## src/rtl/ahb_lite_master_port.sv

```systemverilog
// AHB-Lite initiator: converts a valid/ready request stream into SINGLE AHB transfers with
// pipelined address phase, wait-state stalls, two-cycle ERROR recovery and ordered responses.
module ahb_lite_master_port #(
    parameter logic [3:0] HPROT_VAL = 4'b0011,
    parameter bit         PIPELINE  = 1'b1
) (
    input  logic        HCLK,
    input  logic        HRESETn,
    input  logic        req_valid,
    output logic        req_ready,
    input  logic        req_write,
    input  logic [31:0] req_addr,
    input  logic [2:0]  req_size,
    input  logic [31:0] req_wdata,
    output logic        rsp_valid,
    output logic        rsp_err,
    output logic [31:0] rsp_rdata,
    output logic [31:0] HADDR,
    output logic        HWRITE,
    output logic [2:0]  HSIZE,
    output logic [1:0]  HTRANS,
    output logic [31:0] HWDATA,
    output logic [2:0]  HBURST,
    output logic [3:0]  HPROT,
    output logic        HMASTLOCK,
    input  logic [31:0] HRDATA,
    input  logic        HREADY,
    input  logic [1:0]  HRESP
);

    localparam logic [2:0] ST_IDLE      = 3'd0;
    localparam logic [2:0] ST_ADDR      = 3'd1;
    localparam logic [2:0] ST_DATA      = 3'd2;
    localparam logic [2:0] ST_ADDR_DATA = 3'd3;
    localparam logic [2:0] ST_ERR       = 3'd4;

    localparam logic [1:0] TR_IDLE   = 2'b00;
    localparam logic [1:0] TR_NONSEQ = 2'b10;

    function automatic logic f_legal(input logic [2:0] size, input logic [1:0] addr_lo);
        logic ok;
        case (size)
            3'd0:    ok = 1'b1;
            3'd1:    ok = (addr_lo[0] == 1'b0);
            3'd2:    ok = (addr_lo == 2'b00);
            default: ok = 1'b0;
        endcase
        return ok;
    endfunction

    logic [2:0]  r_state;
    logic [31:0] r_haddr;
    logic        r_hwrite;
    logic [2:0]  r_hsize;
    logic [1:0]  r_htrans;
    logic [31:0] r_hwdata;
    logic [31:0] r_wdata_hold;
    logic        r_dwrite;
    logic        r_cancel;
    logic        r_ill_pend;
    logic        r_rsp_valid;
    logic        r_rsp_err;
    logic [31:0] r_rsp_rdata;

    logic        w_resp_ok;
    logic        w_req_ready;
    logic        w_legal;
    logic        w_new_addr;
    logic        w_new_ill;
    logic [31:0] w_rdata_ok;
    logic [2:0]  w_next_state;
    logic [1:0]  w_htrans_next;
    logic        w_load_req;
    logic        w_addr_done;
    logic        w_rsp_valid_next;
    logic        w_rsp_err_next;
    logic [31:0] w_rsp_rdata_next;
    logic        w_cancel_next;
    logic        w_ill_pend_next;

    // Request handshake: an illegal request waiting for its response blocks further acceptance.
    always_comb begin
        w_resp_ok = (HRESP == 2'b00);
        w_legal   = f_legal(req_size, req_addr[1:0]);
        case (r_state)
            ST_IDLE:      w_req_ready = !r_ill_pend;
            ST_ADDR:      w_req_ready = (PIPELINE == 1'b1) && HREADY && w_resp_ok && !r_ill_pend;
            ST_ADDR_DATA: w_req_ready = HREADY && w_resp_ok && !r_ill_pend;
            default:      w_req_ready = 1'b0;
        endcase
        w_new_addr = req_valid && w_req_ready && w_legal;
        w_new_ill  = req_valid && w_req_ready && !w_legal;
        w_rdata_ok = r_dwrite ? 32'd0 : HRDATA;
    end

    // Transfer sequencing: address/data phase overlap, error recovery and response generation.
    always_comb begin
        w_next_state     = r_state;
        w_htrans_next    = r_htrans;
        w_load_req       = 1'b0;
        w_addr_done      = 1'b0;
        w_rsp_valid_next = 1'b0;
        w_rsp_err_next   = 1'b0;
        w_rsp_rdata_next = 32'd0;
        w_cancel_next    = r_cancel;
        w_ill_pend_next  = r_ill_pend;
        case (r_state)
            ST_IDLE: begin
                if (r_ill_pend) begin
                    w_rsp_valid_next = 1'b1;
                    w_rsp_err_next   = 1'b1;
                    w_ill_pend_next  = 1'b0;
                end else if (w_new_addr) begin
                    w_load_req    = 1'b1;
                    w_htrans_next = TR_NONSEQ;
                    w_next_state  = ST_ADDR;
                end else if (w_new_ill) begin
                    w_rsp_valid_next = 1'b1;
                    w_rsp_err_next   = 1'b1;
                end else begin
                    w_next_state = ST_IDLE;
                end
            end
            ST_ADDR: begin
                if (HREADY) begin
                    w_addr_done = 1'b1;
                    if (w_new_addr) begin
                        w_load_req    = 1'b1;
                        w_htrans_next = TR_NONSEQ;
                        w_next_state  = ST_ADDR_DATA;
                    end else begin
                        w_htrans_next   = TR_IDLE;
                        w_next_state    = ST_DATA;
                        w_ill_pend_next = r_ill_pend || w_new_ill;
                    end
                end else begin
                    w_next_state = ST_ADDR;
                end
            end
            ST_DATA: begin
                if (!w_resp_ok) begin
                    if (HREADY) begin
                        w_rsp_valid_next = 1'b1;
                        w_rsp_err_next   = 1'b1;
                        w_next_state     = ST_IDLE;
                    end else begin
                        w_next_state = ST_ERR;
                    end
                end else if (HREADY) begin
                    w_rsp_valid_next = 1'b1;
                    w_rsp_rdata_next = w_rdata_ok;
                    w_next_state     = ST_IDLE;
                end else begin
                    w_next_state = ST_DATA;
                end
            end
            ST_ADDR_DATA: begin
                if (!w_resp_ok) begin
                    // Pipelined address is withdrawn and replayed once the error completes.
                    if (HREADY) begin
                        w_rsp_valid_next = 1'b1;
                        w_rsp_err_next   = 1'b1;
                        w_next_state     = ST_ADDR;
                    end else begin
                        w_htrans_next = TR_IDLE;
                        w_cancel_next = 1'b1;
                        w_next_state  = ST_ERR;
                    end
                end else if (HREADY) begin
                    w_rsp_valid_next = 1'b1;
                    w_rsp_rdata_next = w_rdata_ok;
                    w_addr_done      = 1'b1;
                    if (w_new_addr) begin
                        w_load_req    = 1'b1;
                        w_htrans_next = TR_NONSEQ;
                        w_next_state  = ST_ADDR_DATA;
                    end else begin
                        w_htrans_next   = TR_IDLE;
                        w_next_state    = ST_DATA;
                        w_ill_pend_next = r_ill_pend || w_new_ill;
                    end
                end else begin
                    w_next_state = ST_ADDR_DATA;
                end
            end
            ST_ERR: begin
                if (HREADY) begin
                    w_rsp_valid_next = 1'b1;
                    w_rsp_err_next   = 1'b1;
                    if (r_cancel) begin
                        w_htrans_next = TR_NONSEQ;
                        w_cancel_next = 1'b0;
                        w_next_state  = ST_ADDR;
                    end else begin
                        w_next_state = ST_IDLE;
                    end
                end else begin
                    w_next_state = ST_ERR;
                end
            end
            default: begin
                w_next_state    = ST_IDLE;
                w_htrans_next   = TR_IDLE;
                w_cancel_next   = 1'b0;
                w_ill_pend_next = 1'b0;
            end
        endcase
    end

    // State, bus and response registers with synchronous active-low reset.
    always_ff @(posedge HCLK) begin
        if (!HRESETn) begin
            r_state      <= ST_IDLE;
            r_haddr      <= 32'd0;
            r_hwrite     <= 1'b0;
            r_hsize      <= 3'd0;
            r_htrans     <= TR_IDLE;
            r_hwdata     <= 32'd0;
            r_wdata_hold <= 32'd0;
            r_dwrite     <= 1'b0;
            r_cancel     <= 1'b0;
            r_ill_pend   <= 1'b0;
            r_rsp_valid  <= 1'b0;
            r_rsp_err    <= 1'b0;
            r_rsp_rdata  <= 32'd0;
        end else begin
            r_state     <= w_next_state;
            r_htrans    <= w_htrans_next;
            r_cancel    <= w_cancel_next;
            r_ill_pend  <= w_ill_pend_next;
            r_rsp_valid <= w_rsp_valid_next;
            r_rsp_err   <= w_rsp_err_next;
            r_rsp_rdata <= w_rsp_rdata_next;
            if (w_load_req) begin
                r_haddr      <= req_addr;
                r_hwrite     <= req_write;
                r_hsize      <= req_size;
                r_wdata_hold <= req_wdata;
            end
            if (w_addr_done) begin
                r_dwrite <= r_hwrite;
                if (r_hwrite) begin
                    r_hwdata <= r_wdata_hold;
                end
            end
        end
    end

    assign req_ready = w_req_ready;
    assign rsp_valid = r_rsp_valid;
    assign rsp_err   = r_rsp_err;
    assign rsp_rdata = r_rsp_rdata;
    assign HADDR     = r_haddr;
    assign HWRITE    = r_hwrite;
    assign HSIZE     = r_hsize;
    assign HTRANS    = r_htrans;
    assign HWDATA    = r_hwdata;
    assign HBURST    = 3'b000;
    assign HPROT     = HPROT_VAL;
    assign HMASTLOCK = 1'b0;

endmodule

```

## config.mk

```make
export PLATFORM = sky130hd
export DESIGN_NAME = ahb_lite_master_port
export DESIGN_NICKNAME = d
export VERILOG_FILES = /design/src/rtl/ahb_lite_master_port.sv
export SDC_FILE = /design/constraint.sdc
export NUM_CORES = 1
export LEC_CHECK = 0
export ABC_AREA = 1
export BUFFER_PORTS_ARGS = -buffer_cell sky130_fd_sc_hd__buf_2
export CORE_MARGIN = 1
export CORE_UTILIZATION = 30
export CTS_CLUSTER_DIAMETER = 100
export DETAILED_ROUTE_END_ITERATION = 7
export PLACE_DENSITY = 0.53
export SYNTH_ARGS = -nofsm -noshare
export SYNTH_HDL_FRONTEND = slang
export SYNTH_SLANG_ARGS = --single-unit
```

## constraint.sdc

```tcl
create_clock -name HCLK -period 1.6 [get_ports HCLK]
set_input_delay 0.32 -clock HCLK [delete_from_list [all_inputs] [get_ports HCLK]]
set_output_delay 0.32 -clock HCLK [all_outputs]
set_load 0.01 [all_outputs]
```

==> qor.csv <==
metric;value;unit
leakage;3.59;nW
maximum clock frequency;0.631;GHz
Site Rows;48;
PwrDens;1090;mW/mm^2
reg-to-reg startpoint;r_state[0]$_SDFFE_PN0P_;
initial antenna violation count;0;
Seq/Total Area, Yosys;0.541;
post-synthesis sequential element count;142;
total routed wirelength;13700;um
Buffers on Ports;210;
crit path time final;1.58;ns
Iter 0 DRT Violations;211;
status;completed;
Final Setup Violations;0;
antenna-violating nets left;0;
Worst-Skew Late Latency;0.41;ns
largest net degree at the start of global routing;80;
chip width;134;um
Buf/Inv on CP;2;
Most common cell on crit path;nand2_4;
Area Growth Syn to Fin;42.1;%
met3 Usage GRT;0.0559;
Syn Std Cell Area;0.00525;sq mm
vias;4730;
Final Wtd Congestion;0.820;
GRT met2 Usage;0.232;
CP Capture Point;req_ready;
Reg clk slew, reported paths;0.06;ns
top-area cell type share of the netlist area;0.541;
CP max stage cell;dfxtp_4;
Synth area leaders;dfxtp_1 54%, inv_1 11%, a21oi_1 10%;
core box area;0.0172;sq mm
DR WL/cell;12.3;um
crit path from;r_state[0]$_SDFFE_PN0P_;
Final Cell Area;0.00746;sq mm
total chip power;8.16;mW
Worst path depth;6;
Util after Layout;0.435;
Clock Root Buffer;clkbuf_16;
Netlist cell types;28;
# IOs;219;
DRC;0;
warnings from Yosys;0;
Post-Syn Instances;657;
Total Die Area;0.0180;sq mm
number of global-route vias before repair;4075;
fill count;1807;
Vias/cell;4.22;
final slew viol count;0;
hold_sp;HRDATA[18];
share of layout cells above drive strength 1;0.356;
startpoint types;register;
DP HPWL;8670;um
RSZ-0062 raised after global routing;true;
diode count;0;
worst-path cell chain;inv_4 > nand2_4 > nor2_4 > nand2_2 > nand2_4 > buf_6;
period utilization;0.991;
Max VDD drop;750;uV
r2r setup slk;0.06;ns
GRT Util Overall;0.142;
clock buffer depth;2;
CTS Buf Count;17;
Worst Skew;0.00938;ns
H-Tree Depth;4;
post-synthesis average cell area;7.99;sq um
Setup CP Type;reg -> out;
first drt pass iteration count;4;
final hold vios;0;
Placed Instance Area;0.00655;sq mm
Die Y;134;um
crit-path max cell delay;0.37;ns
worst-path maximum fanout;3;
met1 Usage GRT;0.174;
initial core utilization;0.306;
CP Data Required Time;1.28;ns
Hold Path Class;in -> reg;
GRT busiest layer;met2;
Congestion Overflow GR;0;
FF-to-FF path depth;9;
Nets;989;
area leader, netlist;dfxtp_1;
family with the most delay on the worst path;flip-flops;
Reg2Reg Capture Point;HWDATA[11]$_SDFFE_PN0P_;
critical path capture point type;primary output;
cts hold-fix bufs;0;
TritonCTS clock tree;built;
first-pass GRT wire length;20200;um
CP arrival;1.26;ns
max_cap viols;0;
CTS sink cnt;142;
registers in the layout, summed over array words and instances (netlist names):
register	flops
r_cancel	1
HWDATA	32
r_state	3
HSIZE	3
HTRANS	2
rsp_err	1
rsp_rdata	32
HWRITE	1
HADDR	32
rsp_valid	1
r_ill_pend	1
r_dwrite	1
r_wdata_hold	32
power breakdown:
group	switching (mW)	total [mW]	internal, mW
Combinational	0.369	0.669	0.300
Sequential	0.0601	3.71	3.65
Clock	1.56	3.78	2.22
final cells by class:
cell class,count,area [sq um],share of cell area
clock buffer,19,453,0.0607
timing repair buffer,245,1490,0.199
tap,225,282,0.0377
sequential,142,2850,0.382
inverter,155,589,0.0789
multi-input combinational,322,1690,0.226
clock inverter,13,113,0.0151
cell families (layout without fill, tap and decap cells):
| logic type | after synthesis | after routing | share of synthesized area |
|---|---|---|---|
| buf+inv | 200 | 432 | 0.166 |
| compound gates | 212 | 212 | 0.203 |
| other cells | 2 | 8 | 0.00143 |
| flops | 142 | 142 | 0.541 |
| simple gates | 101 | 102 | 0.0882 |
cells in the mapped netlist:
| cell | number |
|---|---|
| a211oi_1 | 1 |
| a21oi_1 | 107 |
| a31oi_1 | 1 |
| buf_2 | 10 |
| buf_4 | 8 |
| buf_6 | 10 |
| clkbuf_1 | 16 |
| clkbuf_2 | 1 |
| conb_1 | 2 |
| dfxtp_1 | 142 |
| inv_1 | 151 |
| inv_2 | 4 |
| nand2_1 | 26 |
| nand2_2 | 7 |
| nand2_4 | 1 |
| nand3_1 | 11 |
| nand3_2 | 1 |
| nand3_4 | 1 |
| nand4_1 | 1 |
| nor2_1 | 47 |
| nor2_2 | 3 |
| nor2_4 | 1 |
| nor3_1 | 1 |
| nor3_2 | 1 |
| o21ai_0 | 74 |
| o21ai_1 | 27 |
| o22ai_1 | 1 |
| o31ai_1 | 1 |
worst min-delay path by stage:
stage                                         end  slack (ns)  cells after the start
floorplan           r_wdata_hold[13]$_SDFFE_PN0P_        0.42                      2
global placement    r_wdata_hold[10]$_SDFFE_PN0P_        0.43                      2
detailed placement   r_wdata_hold[8]$_SDFFE_PN0P_        0.43                      2
CTS                      rsp_rdata[18]$_SDFF_PP0_        0.09                      3
global route             rsp_rdata[10]$_SDFF_PP0_        0.09                      3
finish                   rsp_rdata[18]$_SDFF_PP0_        0.12                      3
per-stage QoR:
step / worst slack [ns] / setup TNS, ns / instances / hold WS, ns
CTS: -0.0249 / -0.0249 / 1109 / 0.0924
global placement: -0.0250 / -0.0250 / 1075 / 0.427
detailed placement: -0.0302 / -0.0813 / 1075 / 0.431
floorplan: 0.181 / 0 / 663 / 0.420
global route: -0.0464 / -0.147 / 1121 / 0.0884
finish: 0.0150 / 0 / 1121 / 0.119
layer usage:
metal | up-vias | part of all wire
met4 | 0 | 0.0064
met5 | - | 0
li1 | 2484 | -
met2 | 142 | 0.47
met3 | 10 | 0.065
met1 | 2094 | 0.46
placed cells by master (no fill, tap or decap), types with 2 or more instances in the layout:
cell type,count
a21oi_1,104
a21oi_2,3
buf_12,6
buf_2,209
buf_4,19
buf_6,7
clkbuf_16,21
clkbuf_8,2
clkinv_2,5
clkinvlp_4,3
conb_1,8
dfxtp_1,139
dfxtp_4,3
inv_1,150
inv_2,2
inv_4,3
inv_6,3
nand2_1,25
nand2_2,5
nand2_4,4
nand3_1,11
nand3_4,2
nor2_1,47
nor2_2,2
nor2_4,2
o21ai_0,43
o21ai_1,44
o21ai_2,12
o21ai_4,2
tightest hold or removal path, cell delays in order:
cell and delay [ns]:
buf_2 0.09, inv_1 0.04, nor2_1 0.03
what timing repair did:
| item | in CTS | in global routing |
|---|---|---|
| pin swaps | 2 | 5 |
| cloned | 0 | 8 |
| setup endpoints to repair | 1 | 45 |
| buffers inserted | 3 | 4 |
| gates resized for setup | 10 | 64 |
No activity file was read; power rests on OpenSTA's default activity.
